$ cat src/rtl/model_loader_if.sv
// Host stream into the model loader: 32-bit words under a valid/ready handshake.
interface model_loader_if;
    logic [31:0] s_data;
    logic        s_valid;
    logic        s_ready;

    modport master (
        output s_data,
        output s_valid,
        input  s_ready
    );

    modport slave (
        input  s_data,
        input  s_valid,
        output s_ready
    );
endinterface

$ cat src/rtl/model_loader.sv
// Model memory loader: packs 8 stream beats into 256-bit words and writes
// the clause memory first, then the class weight memory, then pulses load_done.
module model_loader #(
    parameter int unsigned CLAUSEN  = 10,
    parameter int unsigned CLASSN   = 10,
    parameter int unsigned WT_WORDS = 5
) (
    input  logic          clk,
    input  logic          rst,
    input  logic          start,
    input  logic [8:0]    clauses,
    model_loader_if.slave stream,
    output logic [255:0]  clause_write,
    output logic          wea,
    output logic [31:0]   bram_addr_a,
    output logic [255:0]  weight_write,
    output logic          wea2,
    output logic [31:0]   bram_addr_a2,
    output logic          busy,
    output logic          load_done
);

    typedef enum logic [2:0] {
        IDLE,
        C_PACK,
        C_WR,
        W_PACK,
        W_WR,
        DONE
    } state_t;

    localparam logic [8:0]  CLAUSE_MAX = 9'(CLAUSEN);
    localparam logic [31:0] W_LAST     = 32'(CLASSN * WT_WORDS - 1);

    state_t       state;
    state_t       state_nxt;
    logic [2:0]   beat;
    logic [223:0] pack;
    logic [8:0]   n_lat;
    logic [8:0]   n_clamped;
    logic [31:0]  cidx;
    logic [31:0]  widx;
    logic         pack_state;
    logic         accept;
    logic         last_beat;
    logic         c_last;
    logic         w_last;

    assign n_clamped     = (clauses > CLAUSE_MAX) ? CLAUSE_MAX : clauses;
    assign pack_state    = (state == C_PACK) || (state == W_PACK);
    assign stream.s_ready = pack_state;
    assign accept        = stream.s_valid && pack_state;
    assign last_beat     = accept && (beat == 3'd7);
    assign c_last        = (cidx == (32'(n_lat) - 32'd1));
    assign w_last        = (widx == W_LAST);

    // State register
    always_ff @(posedge clk) begin
        if (rst) begin
            state <= IDLE;
        end else begin
            state <= state_nxt;
        end
    end

    // Next-state decode and per-state strobes
    always_comb begin
        state_nxt = state;
        wea       = 1'b0;
        wea2      = 1'b0;
        busy      = 1'b1;
        load_done = 1'b0;
        case (state)
            IDLE: begin
                busy = 1'b0;
                if (start) begin
                    state_nxt = (n_clamped != 9'd0) ? C_PACK : W_PACK;
                end
            end
            C_PACK: begin
                if (last_beat) begin
                    state_nxt = C_WR;
                end
            end
            C_WR: begin
                wea       = 1'b1;
                state_nxt = c_last ? W_PACK : C_PACK;
            end
            W_PACK: begin
                if (last_beat) begin
                    state_nxt = W_WR;
                end
            end
            W_WR: begin
                wea2      = 1'b1;
                state_nxt = w_last ? DONE : W_PACK;
            end
            DONE: begin
                load_done = 1'b1;
                state_nxt = IDLE;
            end
            default: begin
                state_nxt = IDLE;
            end
        endcase
    end

    // Beat packing, word/address output registers and word counters.
    // The 8th beat goes straight into the output word so the strobe can
    // follow on the very next cycle; beats 0..6 wait in the pack register.
    always_ff @(posedge clk) begin
        if (rst) begin
            beat         <= '0;
            pack         <= '0;
            n_lat        <= '0;
            cidx         <= '0;
            widx         <= '0;
            clause_write <= '0;
            bram_addr_a  <= '0;
            weight_write <= '0;
            bram_addr_a2 <= '0;
        end else begin
            if ((state == IDLE) && start) begin
                n_lat <= n_clamped;
                cidx  <= '0;
                widx  <= '0;
                beat  <= '0;
            end
            if (accept) begin
                beat <= beat + 3'd1;
                for (int unsigned k = 0; k < 7; k++) begin
                    if (beat == 3'(k)) begin
                        pack[k*32 +: 32] <= stream.s_data;
                    end
                end
                if (last_beat && (state == C_PACK)) begin
                    clause_write <= {stream.s_data, pack};
                    bram_addr_a  <= cidx;
                end
                if (last_beat && (state == W_PACK)) begin
                    weight_write <= {stream.s_data, pack};
                    bram_addr_a2 <= widx;
                end
            end
            if (state == C_WR) begin
                cidx <= cidx + 32'd1;
            end
            if (state == W_WR) begin
                widx <= widx + 32'd1;
            end
        end
    end

endmodule

$ cat src/flat_wrapper.sv
// flat-port wrapper written by rule: the top's interface ports become plain ports
module model_loader_flat 
#(
    parameter int unsigned CLAUSEN  = 10,
    parameter int unsigned CLASSN   = 10,
    parameter int unsigned WT_WORDS = 5
)
  (clk, rst, start, clauses, clause_write, wea, bram_addr_a, weight_write, wea2, bram_addr_a2, busy, load_done, stream_s_data, stream_s_valid, stream_s_ready);
  model_loader_if stream_i ();
  input  logic clk;
  input  logic rst;
  input  logic start;
  input  logic [8:0] clauses;
  output logic [255:0] clause_write;
  output logic wea;
  output logic [31:0] bram_addr_a;
  output logic [255:0] weight_write;
  output logic wea2;
  output logic [31:0] bram_addr_a2;
  output logic busy;
  output logic load_done;
  input wire logic [$bits(stream_i.s_data)-1:0] stream_s_data;
  input wire logic [$bits(stream_i.s_valid)-1:0] stream_s_valid;
  output wire logic [$bits(stream_i.s_ready)-1:0] stream_s_ready;
  assign stream_i.s_data = stream_s_data;
  assign stream_i.s_valid = stream_s_valid;
  assign stream_s_ready = stream_i.s_ready;
  model_loader #(.CLAUSEN(CLAUSEN), .CLASSN(CLASSN), .WT_WORDS(WT_WORDS)) u_core (.clk(clk), .rst(rst), .start(start), .clauses(clauses), .stream(stream_i), .clause_write(clause_write), .wea(wea), .bram_addr_a(bram_addr_a), .weight_write(weight_write), .wea2(wea2), .bram_addr_a2(bram_addr_a2), .busy(busy), .load_done(load_done));
endmodule
$ cat config.mk
export PLATFORM = sky130hd
export DESIGN_NAME = model_loader_flat
export DESIGN_NICKNAME = d
export VERILOG_FILES = /design/src/rtl/model_loader_if.sv /design/src/rtl/model_loader.sv /design/src/flat_wrapper.sv
export SDC_FILE = /design/constraint.sdc
export NUM_CORES = 2
export LEC_CHECK = 0
export BUFFER_PORTS_ARGS = -buffer_cell sky130_fd_sc_hd__buf_2
export CORE_MARGIN = 1.5
export CORE_UTILIZATION = 50
export DETAILED_ROUTE_END_ITERATION = 10
export GPL_TIMING_DRIVEN = 0
export PLACE_DENSITY = 0.85
export SYNTH_ARGS = -nofsm -noshare
export SYNTH_HDL_FRONTEND = slang
export SYNTH_SLANG_ARGS = --single-unit
$ cat constraint.sdc
create_clock -name clk -period 3.14 [get_ports clk]
set_input_delay 0.471 -clock clk [delete_from_list [all_inputs] [get_ports clk]]
set_output_delay 0.471 -clock clk [all_outputs]
set_load 0.02 [all_outputs]
==> flow_summary_export.csv <==
group,metric,value,unit
worst_setup_path,cp_top_family,"buffers and inverters",
placement,gp_congestion,0.9550,
routing,via_per_inst,5.705,
power,power.density,586.8,nW/µm²
power,irDropWorstVdd,0.0004385,V
worst_setup_path,cp.required,3.72,ns
timing,maxSlewHeadroom,-0.08800,
power,pwr-share-clk,0.477,
die,core.rowCount,91,
worst_setup_path,path_cells,"ha_1 > ha_1 > and3_1 > nand2_1 > clkbuf_2 > clkbuf_1 > nand2_1 > a21oi_1",
logic_synthesis,ys_ff_latch,879,
timing,tightest_slew,1.632,ns
routing,num_vias,32319,
global_route,grt_use_total,0.3634,
logic_synthesis,yosysWarnings,0,
timing,min_period,3.080,ns
timing,setup_viol,0,
global_route,grt_max_degree,15,
logic_synthesis,yosysUniqueCellTypes,53,
flow_run,cap_violations,6,
cts,cts_tree,"yes",
worst_setup_path,critPathCaptureType,"flop",
logic_synthesis,synth_nets,4134,
worst_setup_path,critPathKind,"flop to flop",
cells_and_area,final_cell_mix,"1661 x nand2_1, 879 x dfxtp_1, 843 x a21oi_1",
logic_synthesis,yosysSeqAreaShare,0.5568,
timing,fin_crit_sh,0.9810,
timing,skew,0.03458,ns
worst_setup_path,worstPathArrival,3.66,ns
cts,htree_levels,3,
die,die-area,64720,µm²
worst_setup_path,worst-path-max-fanout,10,
global_route,grt_overflow,0,
timing,rsz0062_at_grt,"no",
timing,worst_hold_slack,0.1357,ns
timing,drv_slew,50,
logic_synthesis,async_reset_ff_frac,0,
worst_setup_path,crit_path_max_incr_delay,0.58,ns
logic_synthesis,syn_inst,4079,
worst_hold_path,min_path_type,"input pin to flop",
placement,placed_cells,5511,
power,p_comb_frac,0.029,
cells_and_area,syn_to_final_growth,22.27,%
placement,io_buffers,593,
cts,clkTransAtPathRegs,0.06,ns
logic_synthesis,synth_top_cell_by_area,"dfxtp_1",
routing,drt_iter0_drc,4107,
routing,drtPass1Iterations,8,
cells_and_area,final_common_cell,"nand2_1",
power,seqPwrFrac,0.494,
cts,clock_tree.root_cell,"clkbuf_16",
worst_setup_path,critPathBufInv,2,
timing,fmax,0.3246,GHz
timing,hold_violations,0,
logic_synthesis,synthTopCellsByArea,"dfxtp_1 56%, nand2_1 20%, a21oi_1 13%, clkbuf_1 3.7%, nand3_1 0.92%",
global_route,antenna_found_initial,7,
routing,wl_per_cell,21.76,µm
timing,postLayoutSetupSlackWorst,0.05965,ns
run_status,status,"finished, violations left",
die,ios,626,
worst_setup_path,startpoint_type,"flop",
global_route,grt_pass1_vias,29189,
cells_and_area,drive_above_1_share,0.1614,
power,switching_share,0.2304,
cells_and_area,fin_cells,5665,
die,die_h,254.4,µm
logic_synthesis,syn_area_per_cell,7.748,µm²
placement,dpl.hpwl,85820,µm
cts,cts_buffer_depth,3,
die,core-area,62050,µm²
die,initial_core_util,0.5093,
cells_and_area,fin_area,38640,µm²
global_route,grt_pass1_wl,176100,µm
power,p_int,0.01745,W
worst_setup_path,cpMaxStageDelayCell,"nand2_1",
timing,tns,0,ns
power,p_switching,0.005223,W
logic_synthesis,synth_edf_count,0,
placement,pre_cts_ws,-0.5102,ns
logic_synthesis,synth_top_area_share,0.5568,
cts,cts_made_buffers,88,
cells_and_area,fin_nets,4819,
routing,drcViolationCount,0,
placement,post_dp_cell_area,35660,µm²
routing,antenna_left,0,
run_status,violations,"max-capacitance violations, max-slew violations",
cts,clock_latency,0.67,ns
die,die_w,254.4,µm
cts,cts_sinks,879,
logic_synthesis,syn_area,31600,µm²
routing,finalWirelength,123300,µm
power,cellLeakagePower,14.60,nW
logic_synthesis,synth_ff_type,"dfxtp_1",
## layer usage
metal | part of all wire | track usage | routed length (µm)
met1 | 0.37 | 0.4447 | 45490
met2 | 0.43 | 0.5465 | 53080
met3 | 0.12 | 0.1029 | 14540
met4 | 0.082 | 0.2675 | 10100
met5 | 0.00037 | 0 | 45
## logic make-up (layout without fill, tap and decap cells)
family	after synthesis	count (layout)	synth area share
AO/OA/AOI/OAI	908	908	0.1482
other	0	2	0
XOR/XNOR	13	13	0.003603
flip-flops	879	879	0.5568
multiplexers	8	8	0.002851
AND/OR/NAND/NOR	1918	1918	0.2430
adder cells (fa/ha/maj)	10	10	0.003959
buffers and inverters	343	1090	0.04165
## synthesized netlist by cell type (3+ instances only)
cell type	n
nand2_1	1661
dfxtp_1	879
a21oi_1	843
clkbuf_1	312
nor2_1	60
nand3_1	58
and3_1	19
o211ai_1	18
or3_1	17
nor3_1	15
inv_1	14
nand4_1	14
nor4_1	14
o21ai_0	14
and2_1	13
or2_2	12
ha_1	10
buf_1	9
or4_1	9
and4_1	8
mux2_2	8
o21a_1	8
xnor2_1	8
a311oi_1	5
xor2_1	5
a211oi_1	4
nor2b_1	4
buf_6	3
o31a_1	3
## power by group through the flow
stage | Sequential (W) | Combinational (W) | Clock, W
global placement | 0.0115 | 0.000611 | 0
global route | 0.0112 | 0.000667 | 0.0112
floorplan | 0.0114 | 0.000306 | 0
detailed placement | 0.0115 | 0.000619 | 0
CTS | 0.0112 | 0.000623 | 0.0108
finish | 0.0112 | 0.000659 | 0.0108
## worst register-to-register path, cell delays in order (launching register included)
cell	delay (ns)
dfxtp_1	0.33
ha_1	0.23
ha_1	0.22
and3_1	0.23
nand2_1	0.58
clkbuf_2	0.57
clkbuf_1	0.53
nand2_1	0.14
a21oi_1	0.18
## path summary, 6_finish.rpt
| path | startpoint | end | slack (ns) | depth (start not counted) |
|---|---|---|---|---|
| setup / recovery | u_core.beat[0] | u_core.clause_write[231] | 0.06 | 8 |
| hold / removal | clauses[2] | u_core.n_lat[2] | 0.14 | 3 |
| setup reg to reg | u_core.beat[0] | u_core.clause_write[231] | 0.06 | 8 |
| hold reg to reg | u_core.pack[173] | u_core.clause_write[173] | 0.44 | 2 |
## what timing repair did
action / in CTS / in global routing
setup endpoints to repair: 336 / 122
setup buffers: 0 / 0
hold buffers: 0 / 0
resized for setup: 6 / 15
## stage by stage
stage | utilization | total power, W
global route | 0.6226 | 0.02311
global placement | 0.5740 | 0.01206
finish | 0.6227 | 0.02267
detailed placement | 0.5747 | 0.01207
floorplan | - | 0.01175
CTS | 0.6223 | 0.02259
## final cells by class
type	count	area, µm²
Tap cell	837	1047
Antenna cell	2	5.005
Timing Repair Buffer	596	3018
Inverter	16	60.06
Clock inverter	27	365.4
Fill cell	5225	23410
Clock buffer	125	2582
Multi-Input combinational cell	2857	12700
Buffer	326	1269
Sequential cell	879	17600
## registers in the layout (all words and copies together) (netlist names)
register and flops:
u_core.clause_write 256, u_core.weight_write 256, u_core.pack 224, u_core.bram_addr_a2 32, u_core.bram_addr_a 32, u_core.cidx 32, u_core.widx 32, u_core.n_lat 9
u_core.beat 3, u_core.state 3
Power figures use the tool's default switching activity.
